==> src/rtl/hamming_stripe_writer.sv <==
// hamming_stripe_writer: Hamming-encodes a host byte and read-modify-writes one drive of a 2+1 stripe.
module hamming_stripe_writer #(
  parameter int TIMEOUT = 16
) (
  input  logic        clk,
  input  logic        reset,
  input  logic        wr_req,
  input  logic [7:0]  wr_data,
  input  logic [7:0]  wr_addr,
  input  logic        wr_drive,
  output logic        wr_ready,
  output logic        rd_en,
  output logic [7:0]  rd_addr,
  input  logic        rd_valid,
  input  logic [11:0] D0_rd,
  input  logic [11:0] D1_rd,
  input  logic [11:0] P_rd,
  output logic        st_wr_en,
  output logic [7:0]  st_wr_addr,
  output logic [11:0] D0_wr,
  output logic [11:0] D1_wr,
  output logic [11:0] P_wr,
  output logic        done,
  output logic        err_timeout
);
  localparam logic [2:0] S_IDLE  = 3'd0;
  localparam logic [2:0] S_RD    = 3'd1;
  localparam logic [2:0] S_WAIT  = 3'd2;
  localparam logic [2:0] S_WR    = 3'd3;
  localparam logic [2:0] S_DONE  = 3'd4;
  localparam logic [2:0] S_ABORT = 3'd5;
  logic [2:0]  state_q, state_d;
  logic [7:0]  addr_q, addr_d, cnt_q, cnt_d;
  logic        drive_q, drive_d;
  logic [11:0] cw_q, cw_d, enc, d0_q, d0_d, d1_q, d1_d, p_q, p_d;
  always_comb begin
    enc = {wr_data[7:4], 1'b0, wr_data[3:1], 1'b0, wr_data[0], 2'b00};
    enc[0] = enc[2] ^ enc[4] ^ enc[6] ^ enc[8] ^ enc[10];
    enc[1] = enc[2] ^ enc[5] ^ enc[6] ^ enc[9] ^ enc[10];
    enc[3] = enc[4] ^ enc[5] ^ enc[6] ^ enc[11];
    enc[7] = enc[8] ^ enc[9] ^ enc[10] ^ enc[11];
  end
  always_comb begin
    state_d = state_q;
    addr_d  = addr_q;
    drive_d = drive_q;
    cw_d    = cw_q;
    cnt_d   = cnt_q;
    d0_d    = d0_q;
    d1_d    = d1_q;
    p_d     = p_q;
    case (state_q)
      S_IDLE: if (wr_req) begin
        state_d = S_RD;
        addr_d  = wr_addr;
        drive_d = wr_drive;
        cw_d    = enc;
      end
      S_RD: begin
        state_d = S_WAIT;
        cnt_d   = '0;
      end
      S_WAIT: if (rd_valid) begin
        state_d = S_WR;
        d0_d    = drive_q ? D0_rd : cw_q;
        d1_d    = drive_q ? cw_q : D1_rd;
        p_d     = P_rd ^ (drive_q ? D1_rd : D0_rd) ^ cw_q;
      end else begin
        cnt_d   = cnt_q + 8'd1;
        state_d = (cnt_q == 8'(TIMEOUT - 1)) ? S_ABORT : S_WAIT;
      end
      S_WR:    state_d = S_DONE;
      default: state_d = S_IDLE;
    endcase
  end
  always_ff @(posedge clk or posedge reset) begin
    if (reset) begin
      state_q <= S_IDLE;
      addr_q  <= '0;
      drive_q <= 1'b0;
      cw_q    <= '0;
      cnt_q   <= '0;
      d0_q    <= '0;
      d1_q    <= '0;
      p_q     <= '0;
    end else begin
      state_q <= state_d;
      addr_q  <= addr_d;
      drive_q <= drive_d;
      cw_q    <= cw_d;
      cnt_q   <= cnt_d;
      d0_q    <= d0_d;
      d1_q    <= d1_d;
      p_q     <= p_d;
    end
  end
  // Outputs decode straight from state so an asynchronous reset clears them at once.
  assign wr_ready    = state_q == S_IDLE;
  assign rd_en       = state_q == S_RD;
  assign st_wr_en    = state_q == S_WR;
  assign done        = state_q == S_DONE;
  assign err_timeout = state_q == S_ABORT;
  assign rd_addr     = rd_en ? addr_q : '0;
  assign st_wr_addr  = st_wr_en ? addr_q : '0;
  assign D0_wr       = st_wr_en ? d0_q : '0;
  assign D1_wr       = st_wr_en ? d1_q : '0;
  assign P_wr        = st_wr_en ? p_q : '0;
endmodule
==> config.mk <==
export PLATFORM = sky130hd
export DESIGN_NAME = hamming_stripe_writer
export DESIGN_NICKNAME = d
export VERILOG_FILES = /design/src/rtl/hamming_stripe_writer.sv
export SDC_FILE = /design/constraint.sdc
export NUM_CORES = 1
export LEC_CHECK = 0
export ABC_AREA = 0
export BUFFER_PORTS_ARGS = -buffer_cell sky130_fd_sc_hd__buf_2
export CAP_MARGIN = 20
export CORE_MARGIN = 5
export CORE_UTILIZATION = 47
export DETAILED_ROUTE_END_ITERATION = 16
export GPL_TIMING_DRIVEN = 0
export MAX_ROUTING_LAYER = met4
export PLACE_DENSITY = 0.82
export SLEW_MARGIN = 30
export SYNTH_ARGS = -nofsm -noshare
export SYNTH_HDL_FRONTEND = slang
export SYNTH_SLANG_ARGS = --single-unit
==> constraint.sdc <==
create_clock -name clk -period 2.32 [get_ports clk]
set_clock_uncertainty 0.05 [all_clocks]
set_input_delay 0.464 -clock clk [delete_from_list [all_inputs] [get_ports clk]]
set_output_delay 0.464 -clock clk [all_outputs]
set_load 0.05 [all_outputs]
## Yosys cells after proc, flatten, opt, wreduce, memory -nomap -nowiden

Cells that the tools add are included.

- Register bits: 68
- Bits of input ports: 57
- Logic and storage cells: 52
- Output and inout port bits: 57

- Reductions and logical operators: 5
- $add $sub $neg: 1
- Multiplexer cells: 14
- Bitwise gates (word level): 16
- Eq/ne operators: 8

Operators by type and width:

| cell | count |
|---|---|
| $mux 12 | 6 |
| $mux 8 | 3 |
| $xor 12x12->12 | 2 |
| $pmux 8 s2 | 1 |
| $xor 1x1->1 | 14 |
| $pmux 3 s4 | 1 |
| $mux 3 | 3 |
| $add 8x1->8 const B | 1 |
| $eq 8x4->1 const B | 1 |
| $eq 3x2->1 const B | 2 |
| $eq 3x3->1 const B | 2 |
| $reduce_and 2->1 | 3 |
| $ne 2x2->1 const B | 2 |
| $eq 3x1->1 const B | 1 |
| $logic_not 3->1 | 1 |
| $reduce_bool 2->1 | 1 |

## Depth between registers and ports, before layout

Gate-level depths: netlist of the first run.

- Depth after elaboration: 4
- Mapped depth: 6
- Mapped depth without buffers: 5

## Least setup slack after synthesis of the first run

No wires, ideal clock.

- Path kind: register to register
- Start: register state_q[0]
- End: register cw_q[0]
- Setup slack: -165 ps
- Period minus slack after synthesis: 2485 ps
- Required time: 2140 ps
- Path buffers: 1
- Setup time: 130 ps
- Arrival: 2305 ps
- Stages on the path, launching flop included: 6
- Path through: dfrtp_1 > nor3_1 > nand2_1 > clkbuf_1 > nand2_1 > o21ai_0

- Cells in the longest elaborated chain, start to end: 2

RTL lines:

| item | line | text |
|---|---|---|
| start: declaration | 32 | `logic [2:0] state_q, state_d;` |
| start signal: assignment | 87 | `state_q <= state_d;` |
| $logic_not 3->1 | -- |  |
| named net wr_ready | 11 | `output logic wr_ready,` |
| $reduce_and 2->1 (no source line) | -- |  |
| end signal: assignment | 90 | `cw_q <= cw_d;` |
| end: declaration | 35 | `logic [11:0] cw_q, cw_d, enc, d0_q, d0_d, d1_q, d1_d, p_q, p_d;` |

The timed path passes the listed nets, and every way through them passes these cells.
A chain may end at the register's enable or synchronous reset.

## Worst setup path in the final report of the first run

- Start: register state_q[1]
- End: output rd_addr[1]

- Cells in the longest elaborated chain, start to end: 2

RTL lines:

| item | line | text |
|---|---|---|
| $eq 3x1->1 | 99 | `assign rd_en = state_q == S_RD;` |
| $mux 8 | 103 | `assign rd_addr = rd_en ? addr_q : '0;` |
| end: declaration | 13 | `output logic [7:0] rd_addr,` |

Every way passes these cells.

==> flow_summary.json, run 1 <==
{
  "outcome": "complete, no violations",
  "period_minus_slack_ns": 2.26,
  "crit_path_start": "state_q[1]$_DFFE_PP0P_",
  "antenna_cells": 0,
  "syn_area_per_cell_um2": 9.29,
  "end_kind": "primary output",
  "synth.area.mux_share_pct": 9.56,
  "grt_pass1_vias": 3436,
  "cts_max_level": 3,
  "ant_nets": 0,
  "clkPwrFrac_pct": 15.4,
  "crit_arrival_ns": 1.74,
  "report.final.setup_viol": 0,
  "antenna_found_initial": 0,
  "port_buffers": 113,
  "cp-start-kind": "register",
  "drtIter0Drc": 78,
  "drv_slew": 0,
  "initial_core_util_pct": 48.6,
  "internal-power_mw": 3.90,
  "area_growth_pct": 35.2,
  "cts_tree": "done",
  "ys.flop_type": "dfrtp_1",
  "synth_compound_area_share_pct": 9.42,
  "synthesis.nets": 464,
  "cts_root_buf": "clkbuf_8",
  "grt_overflow_total": 0,
  "yosysSeqAreaShare_pct": 45.1,
  "fp.dieW_um": 99.6,
  "required_ns": 1.81,
  "synth_xor_xnor_area_share_pct": 9.06,
  "crit_chain": "buf_6 > nor2b_4 > nor2b_4 > buf_2 > and2_4 > buf_6",
  "clock_latency_ns": 0.35,
  "place_hpwl_um": 7860,
  "die_y_um": 99.6,
  "critPathMaxStageDelay_ns": 0.45,
  "wl_per_cell_um": 16.7,
  "slowest_stage": "dfrtp_2",
  "yosys.area_share.simple_pct": 22.5,
  "cp_max_fo": 5,
  "wl_um": 10800,
  "fin_ws_ns": 0.0616,
  "p_sw_mw": 3.27,
  "detailedPlace.worstSlack_ns": -0.259,
  "die-area_mm2": 0.00992,
  "peakVddDrop_v": 0.000663,
  "fmax_mhz": 443,
  "synthDistinctLibCells": 36,
  "hp-class": "in -> async",
  "dp.cells": 622,
  "grt_pass1_wl_um": 17100,
  "place.gp.congestion": 0.891,
  "final_common_cell": "buf_2",
  "grt_use_total_pct": 22.7,
  "p_sw_share_pct": 45.6,
  "ys_warn_count": 0,
  "power_density_mw_per_mm2": 1410,
  "tightest_slew_ns": 0.453,
  "pwr-share-seq_pct": 30.0,
  "netlist_instances": 406,
  "drive_gt1_share_pct": 32.8,
  "ys_async_sr_fraction_pct": 100,
  "num-nets-final": 598,
  "fin_cells": 647,
  "p_leak_nw": 2.47,
  "grt_max_degree": 46,
  "dr.pass1.iters": 4,
  "synth_fa_ha_area_share_pct": 0.332,
  "hold_viol_final": 0,
  "fp-row-count": 32,
  "synth_area_mm2": 0.00377,
  "vias": 3347,
  "final_cell_mix": "buf_2, dfrtp_1, nand2_1, and2_1, nor2_1",
  "combPwrFrac_pct": 54.6,
  "timing.final.crit_share_pct": 97.3,
  "cts_sinks": 68,
  "clk_path_buf_depth": 2,
  "ys_seq_elements": 68,
  "fin_worst_hold_slack_ns": 0.0218,
  "pin_count": 114,
  "critPathKind": "reg -> out",
  "cap_violations": 0,
  "ctsHoldBuffers": 0,
  "clkTransAtPathRegs_ns": 0.09,
  "synth_edf_count": 0,
  "avgViaCountPerCell": 5.17,
  "synth_top_family_by_area": "simple AND/OR/NAND/NOR gates",
  "drc": 0,
  "fillers": 628,
  "r2r-start": "state_q[0]$_DFFE_PP0P_",
  "cts_buffers": 9,
  "core_area_mm2": 0.00777,
  "slew_headroom_pct": 69.7
}
==> sequential cells by signal (all words and copies together) (netlist names) <==
| register | count |
|---|---|
| addr_q | 8 |
| cnt_q | 8 |
| cw_q | 12 |
| d0_q | 12 |
| d1_q | 12 |
| drive_q | 1 |
| p_q | 12 |
| state_q | 3 |
==> metal layers <==
layer  GRT usage, %  share of wire [%]  wire length, um
met1           28.3                 43             4590
met2           36.4                 48             5200
met3           5.68                8.0              865
met4           7.35                1.4              148
met5              -                  0                0
==> repair_timing <==
item / CTS / global route
pin swaps: 1 / 1
setup endpoints to repair: 54 / 50
cloned: 0 / 1
buffers inserted: 4 / 5
resized for setup: 66 / 47
==> synthesized netlist by cell type, types with 2 or more instances <==
cell type / n / area share [%]
inv_1: 3 / 0.30
buf_2: 10 / 1.3
nor2_1: 44 / 4.4
xor2_1: 4 / 0.93
mux2i_1: 36 / 9.6
xnor2_1: 35 / 8.1
and2_1: 54 / 9.0
nand2_1: 57 / 5.7
buf_6: 4 / 1.2
o21ai_0: 10 / 1.3
nor2b_1: 2 / 0.33
nor3_1: 3 / 0.40
nor3b_1: 2 / 0.40
a22oi_1: 2 / 0.40
a21oi_1: 41 / 5.4
and4b_1: 2 / 0.53
o2111ai_1: 3 / 0.70
dfrtp_1: 68 / 45
clkbuf_1: 8 / 0.80
buf_4: 2 / 0.40
==> power groups by stage <==
stage | clock network (mW) | logic, mW | registers [mW]
global route | 1.18 | 4.21 | 2.22
global placement | 0 | 3.35 | 2.11
finish | 1.11 | 3.91 | 2.15
floorplan | 0 | 2.73 | 2.00
detailed placement | 0 | 3.44 | 2.14
CTS | 1.12 | 3.68 | 2.12
==> area by class of cell <==
cell class,instances,area (um2),share of cell area (%)
multi-input cells,311,1960,38.5
flip-flops and latches,68,1700,33.4
repair buffers,124,898,17.6
plain buffers,23,165,3.24
well taps,102,128,2.50
clock buffers,9,124,2.43
clock inverters,7,98.8,1.94
inverters,3,16.3,0.319
==> worst max-delay path, delay by kind of cell, from the launching register on <==
kind,cells,cell delay (ns)
buffers and inverters,3,0.45
DFF,1,0.45
and+or+nand+nor,3,0.50
==> metrics by stage <==
stage / setup TNS (ns) / util (%) / area [um2] / total power, mW
after floorplan: -0.000385 / - / 3780 / 4.72
after global placement: -51.69 / 57.6 / 4470 / 5.46
after detailed placement: -5.84 / 57.8 / 4490 / 5.58
after CTS: -0.0263 / 63.3 / 4920 / 6.92
after global routing: -0.0516 / 65.6 / 5100 / 7.62
final: 0 / 65.6 / 5100 / 7.17
==> logic make-up after synthesis <==
group / Yosys count
AOI/OAI and AO/OA: 63
xor gates and xnor gates: 39
adders and majority gates: 1
buffers and inverters: 27
DFF: 68
muxes: 36
and+or+nand+nor: 172
==> path summary, 6_finish.rpt <==
path	endpoint	slack (ns)	cells after the start
min	p_q[5]$_DFFE_PP0P_	0.02	2
max	rd_addr[1]	0.06	6
max reg2reg	p_q[10]$_DFFE_PP0P_	0.45	5
min in group clk	addr_q[6]$_DFFE_PP0P_	0.26	3
min reg2reg	addr_q[5]$_DFFE_PP0P_	0.46	2
max in group asynchronous	d1_q[2]$_DFFE_PP0P_	1.65	3
(Power assumes the default switching activity.)
==> run 2: changes to the inputs <==
--- a/config.mk
+++ b/config.mk
@@ -8,12 +8,14 @@
 export ABC_AREA = 0
 export BUFFER_PORTS_ARGS = -buffer_cell sky130_fd_sc_hd__buf_2
 export CAP_MARGIN = 20
+export CELL_PAD_IN_SITES_DETAIL_PLACEMENT = 0
+export CELL_PAD_IN_SITES_GLOBAL_PLACEMENT = 1
 export CORE_MARGIN = 5
-export CORE_UTILIZATION = 47
+export CORE_UTILIZATION = 38
 export DETAILED_ROUTE_END_ITERATION = 16
 export GPL_TIMING_DRIVEN = 0
 export MAX_ROUTING_LAYER = met4
-export PLACE_DENSITY = 0.82
+export PLACE_DENSITY = 0.84
 export SLEW_MARGIN = 30
 export SYNTH_ARGS = -nofsm -noshare
 export SYNTH_HDL_FRONTEND = slang
==> constraint.sdc (replaced) <==
create_clock -name clk -period 2.5 [get_ports clk]
set_clock_uncertainty 0.05 [all_clocks]
set_input_delay 0.5 -clock clk [delete_from_list [all_inputs] [get_ports clk]]
set_output_delay 0.5 -clock clk [all_outputs]
set_load 0.05 [all_outputs]
==> run 2 against run 1 <==
Non-clock buffer count shrank 3. Final area down 4.2%. Critical endpoint is now D0_wr[4]. Sequential cell count stayed put. Register-to-register slack improved by 0.14 ns. Largest power group unchanged. Power fell by 14%. Largest cell class unchanged. Sequential share of layout area grew 1.4 points. Count of clock-buffer cells in the layout unchanged.
==> flow_summary.json, run 2 (synthesis results as in run 1) <==
{
  "outcome": "complete, no violations",
  "end_kind": "primary output",
  "crit_arrival_ns": 1.84,
  "cts_buffers": 9,
  "drc": 0,
  "final_common_cell": "buf_2",
  "wl_met1_um": 4550,
  "drv_slew": 0,
  "power_density_mw_per_mm2": 1260,
  "vias": 3260,
  "slowest_stage": "dfrtp_1",
  "report.final.setup_viol": 0,
  "drive_gt1_share_pct": 30.4,
  "num-nets-final": 595,
  "grt_overflow_total": 0,
  "period_minus_slack_ns": 2.39,
  "cts_root_buf": "clkbuf_8",
  "place.gp.congestion": 0.901,
  "ant_nets": 0,
  "area_growth_pct": 29.6,
  "fmax_mhz": 418,
  "detailedPlace.worstSlack_ns": -0.132,
  "slew_headroom_pct": 68.6,
  "crit_chain": "clkinvlp_4 > nor3b_4 > buf_4 > clkbuf_4 > and2_1 > buf_6",
  "rsz0062_at_grt": "yes",
  "stdcell_area_mm2": 0.00489,
  "cp-start-kind": "register",
  "critPathMaxStageDelay_ns": 0.40,
  "place_hpwl_um": 7910,
  "dp.cells": 653,
  "dr.pass1.iters": 5,
  "die-area_mm2": 0.0120,
  "core_area_mm2": 0.00973,
  "fp-row-count": 36,
  "avgViaCountPerCell": 4.83,
  "timing.final.crit_share_pct": 95.8,
  "cts_tree": "done",
  "placed_cell_area_mm2": 0.00453,
  "fp.dieW_um": 110,
  "antenna_found_initial": 0,
  "grt_max_degree": 41,
  "fin_cells": 675,
  "wl_met3_um": 665,
  "peakVddDrop_v": 0.000601,
  "dr_wl_met2_um": 5020,
  "antenna_cells": 0,
  "clock_latency_ns": 0.34,
  "total_power_mw": 6.14,
  "tightest_slew_ns": 0.469,
  "cap_violations": 0,
  "p_leak_nw": 2.38,
  "final_cell_mix": "buf_2, dfrtp_1, nand2_1, and2_1, nor2_1",
  "top_layer_used": "met4",
  "clk_path_buf_depth": 2,
  "wl_per_cell_um": 15.4,
  "grt_use_total_pct": 18.3,
  "critPathKind": "reg -> out",
  "final_util_pct": 50.2,
  "grt_pass1_wl_um": 16400,
  "grt_pass1_vias": 3265,
  "clkTransAtPathRegs_ns": 0.08,
  "cts_sinks": 68,
  "initial_core_util_pct": 38.8,
  "pin_count": 114,
  "drtIter0Drc": 67,
  "wl_um": 10400,
  "cts_max_level": 3,
  "required_ns": 1.95,
  "die_y_um": 110,
  "hp-class": "in -> async",
  "cp_max_fo": 10,
  "port_buffers": 113,
  "hold_viol_final": 0,
  "fin_ws_ns": 0.105
}
## run 2: changes by cell type in the layout (fill, tap and decap cells not counted), sizes merged
cell      delta
buf          -6
clkbuf       +3
bufinv       -2
clkinv       +2
clkinvlp     +2
inv          -2
## run 2: path summary, 6_finish.rpt
path                                             start                     to  slack (ns)  cells past startpoint
worst max-delay path            state_q[1]$_DFFE_PP0P_               D0_wr[4]        0.11                      6
worst min-delay path                             reset    p_q[10]$_DFFE_PP0P_        0.09                      2
worst max register to register  state_q[0]$_DFFE_PP0P_    d1_q[4]$_DFFE_PP0P_        0.59                      5
worst min register to register   addr_q[7]$_DFFE_PP0P_  addr_q[7]$_DFFE_PP0P_        0.44                      2
max in group asynchronous                        reset    d1_q[5]$_DFFE_PP0P_        1.77                      3
min in group clk                            wr_addr[1]  addr_q[1]$_DFFE_PP0P_        0.30                      3
## run 2: through the flow
stage                     setup TNS [ns]  hold slack, ns
after floorplan                        0           0.401
after global routing             -0.0275           0.117
after detailed placement           -1.59           0.423
after CTS                        -0.0638          0.0924
final                                  0          0.0870
after global placement            -48.35           0.414
## run 2: worst max-delay path: cells and delay by family, from the launching register on
| kind | cells | cell delay, ns |
|---|---|---|
| buf+inv | 4 | 0.67 |
| simple gates | 2 | 0.43 |
| flops | 1 | 0.40 |
## run 2: layer usage
| metal | track usage (%) | vias to the layer above |
|---|---|---|
| met5 | - | - |
| met4 | 4.99 | 0 |
| met3 | 4.40 | 13 |
| met2 | 29.5 | 104 |
| met1 | 23.1 | 1534 |
| li1 | - | 1609 |
## run 2: repair_timing
action                                  4_1_cts  5_1_grt
pin swaps                                     1        1
resized for setup                            38       26
endpoints found under the setup margin       52       46
buffers inserted                              3        3
hold buffers                                  0        0
## run 2: report_power, final
group	leakage, nW	internal, mW	switching [mW]
registers	0.811	1.59	0.369
logic	1.48	1.28	2.11
clock network	0.0848	0.353	0.426
## run 2: layout make-up
cell class | count | area [um2]
flip-flops and latches | 68 | 1700
fillers | 967 | 4840
clock buffers | 9 | 124
well taps | 133 | 166
plain buffers | 24 | 155
multi-input cells | 311 | 1940
clock inverters | 7 | 43.8
inverters | 3 | 17.5
repair buffers | 120 | 741
==> run 3: changes to the inputs <==
--- a/config.mk
+++ b/config.mk
@@ -11,11 +11,12 @@
 export CELL_PAD_IN_SITES_DETAIL_PLACEMENT = 0
 export CELL_PAD_IN_SITES_GLOBAL_PLACEMENT = 1
 export CORE_MARGIN = 5
-export CORE_UTILIZATION = 38
+export CORE_UTILIZATION = 41
 export DETAILED_ROUTE_END_ITERATION = 16
 export GPL_TIMING_DRIVEN = 0
 export MAX_ROUTING_LAYER = met4
-export PLACE_DENSITY = 0.84
+export PLACE_DENSITY = 0.9
+export RECOVER_POWER = 25
 export SLEW_MARGIN = 30
 export SYNTH_ARGS = -nofsm -noshare
 export SYNTH_HDL_FRONTEND = slang
==> constraint.sdc (replaced) <==
create_clock -name clk -period 3.05 [get_ports clk]
set_clock_uncertainty 0.05 [all_clocks]
set_input_delay 0.61 -clock clk [delete_from_list [all_inputs] [get_ports clk]]
set_output_delay 0.61 -clock clk [all_outputs]
set_load 0.05 [all_outputs]
==> run 3 against run 2 <==
Global-route usage increased by 0.56 points. Via count grew 0.83%. Critical path type unchanged. Critical endpoint is now D1_wr[10]. Largest power group unchanged. Cell count shrank 4.1%.
==> flow_summary.json, run 3 (synthesis results as in run 1) <==
{
  "grt_pass1_wl_um": 16500,
  "fin_worst_hold_slack_ns": 0.391,
  "detailedPlace.worstSlack_ns": 0.340,
  "fillers": 881,
  "period_minus_slack_ns": 2.89,
  "critPathTopFamily": "buffers and inverters",
  "antenna_cells": 0,
  "clk_path_buf_depth": 2,
  "end_kind": "primary output",
  "critPathKind": "reg -> out",
  "num-nets-final": 589,
  "r2r-start": "state_q[0]$_DFFE_PP0P_",
  "final_common_cell": "buf_2",
  "ff2ff_path_depth": 5,
  "slowest_stage": "nor3b_4",
  "power_density_mw_per_mm2": 1070,
  "final_util_pct": 51.7,
  "grt_use_total_pct": 18.8,
  "initial_core_util_pct": 41.4,
  "cts_buffers": 9,
  "clock_latency_ns": 0.34,
  "cap_violations": 0,
  "area_growth_pct": 24.8,
  "place_hpwl_um": 7850,
  "outcome": "complete, no violations",
  "hold_viol_final": 0,
  "wl_um": 10200,
  "port_buffers": 113,
  "seq_area_mm2": 0.00170,
  "fp.dieW_um": 106,
  "grt_pass1_vias": 3288,
  "pin_count": 114,
  "cts_tree": "done",
  "drive_gt1_share_pct": 28.2,
  "place.gp.congestion": 0.884,
  "cts_max_level": 3,
  "fin_cells": 647,
  "die_y_um": 106,
  "core_area_mm2": 0.00911,
  "stdcell_area_mm2": 0.00471,
  "cp-start-kind": "register",
  "r2r_slack_ns": 1.17,
  "fp-row-count": 35,
  "vias": 3287,
  "avgViaCountPerCell": 5.08,
  "drtIter0Drc": 133,
  "p_leak_nw": 2.35,
  "critPathMaxStageDelay_ns": 0.44,
  "crit_arrival_ns": 2.23,
  "dr.pass1.iters": 4,
  "timing.final.crit_share_pct": 94.9,
  "post_cts_buffers": 0,
  "reg2reg_to": "d1_q[4]$_DFFE_PP0P_",
  "die-area_mm2": 0.0112,
  "cts_root_buf": "clkbuf_8",
  "drc": 0,
  "crit_chain": "inv_1 > nor3b_4 > clkbuf_1 > and2_1 > buf_2",
  "ctsHoldBuffers": 0,
  "ant_nets": 0,
  "peakVddDrop_v": 0.000469,
  "required_ns": 2.39,
  "total_power_mw": 5.05,
  "antenna_found_initial": 0,
  "grt_max_degree": 47,
  "fin_ws_ns": 0.155,
  "final_cell_mix": "buf_2, dfrtp_1, nand2_1, and2_1, nor2_1",
  "placed_cell_area_mm2": 0.00451,
  "dp.cells": 631,
  "hp-class": "in -> async",
  "worst-path-buf-inv": 3,
  "wl_per_cell_um": 15.8,
  "rsz0062_at_grt": "no",
  "multi_input_area_mm2": 0.00192,
  "cts_sinks": 68,
  "clkTransAtPathRegs_ns": 0.07,
  "cp_max_fo": 10,
  "grt_overflow_total": 0,
  "tightest_slew_ns": 1.14,
  "setup_tns_ns": 0,
  "report.final.setup_viol": 0,
  "fmax_mhz": 345,
  "drv_slew": 0,
  "slew_headroom_pct": 24.3
}
==> run 3: where the power goes <==
group | switching, mW | internal, mW | leakage, nW | total [mW]
registers | 0.307 | 1.31 | 0.811 | 1.61
clock network | 0.339 | 0.479 | 0.113 | 0.818
logic | 1.71 | 0.909 | 1.43 | 2.62
==> run 3: cell type report <==
class | count | share of cell area (%)
Multi-Input combinational cell | 311 | 40.9
Sequential cell | 68 | 36.2
Timing Repair Buffer | 114 | 12.1
Clock buffer | 11 | 3.00
Buffer | 24 | 3.00
Tap cell | 111 | 2.95
Clock inverter | 5 | 1.60
Inverter | 3 | 0.266
==> run 3: repair_timing <==
item	4_1_cts	5_1_grt
pin swaps	0	0
setup endpoints to repair	5	3
resized for setup	1	2
==> run 3: worst max-delay path by stage <==
stage	from	end	slack, ns	cells past startpoint
after global placement	reset	addr_q[1]$_DFFE_PP0P_	-0.20	2
final	state_q[1]$_DFFE_PP0P_	D1_wr[10]	0.16	5
after global routing	state_q[1]$_DFFE_PP0P_	D1_wr[10]	0.02	5
after detailed placement	state_q[1]$_DFFE_PP0P_	D0_wr[1]	0.34	5
after CTS	state_q[1]$_DFFE_PP0P_	D0_wr[1]	0.1	5
after floorplan	state_q[1]$_DFFE_PP0P_	P_wr[10]	0.48	4
==> run 3: metal layers <==
metal	track usage, %	part of all wire, %	wire [um]
met1	25.0	45	4630
met2	29.8	47	4830
met3	4.25	6.3	641
met4	4.26	1.1	114
met5	-	0	0
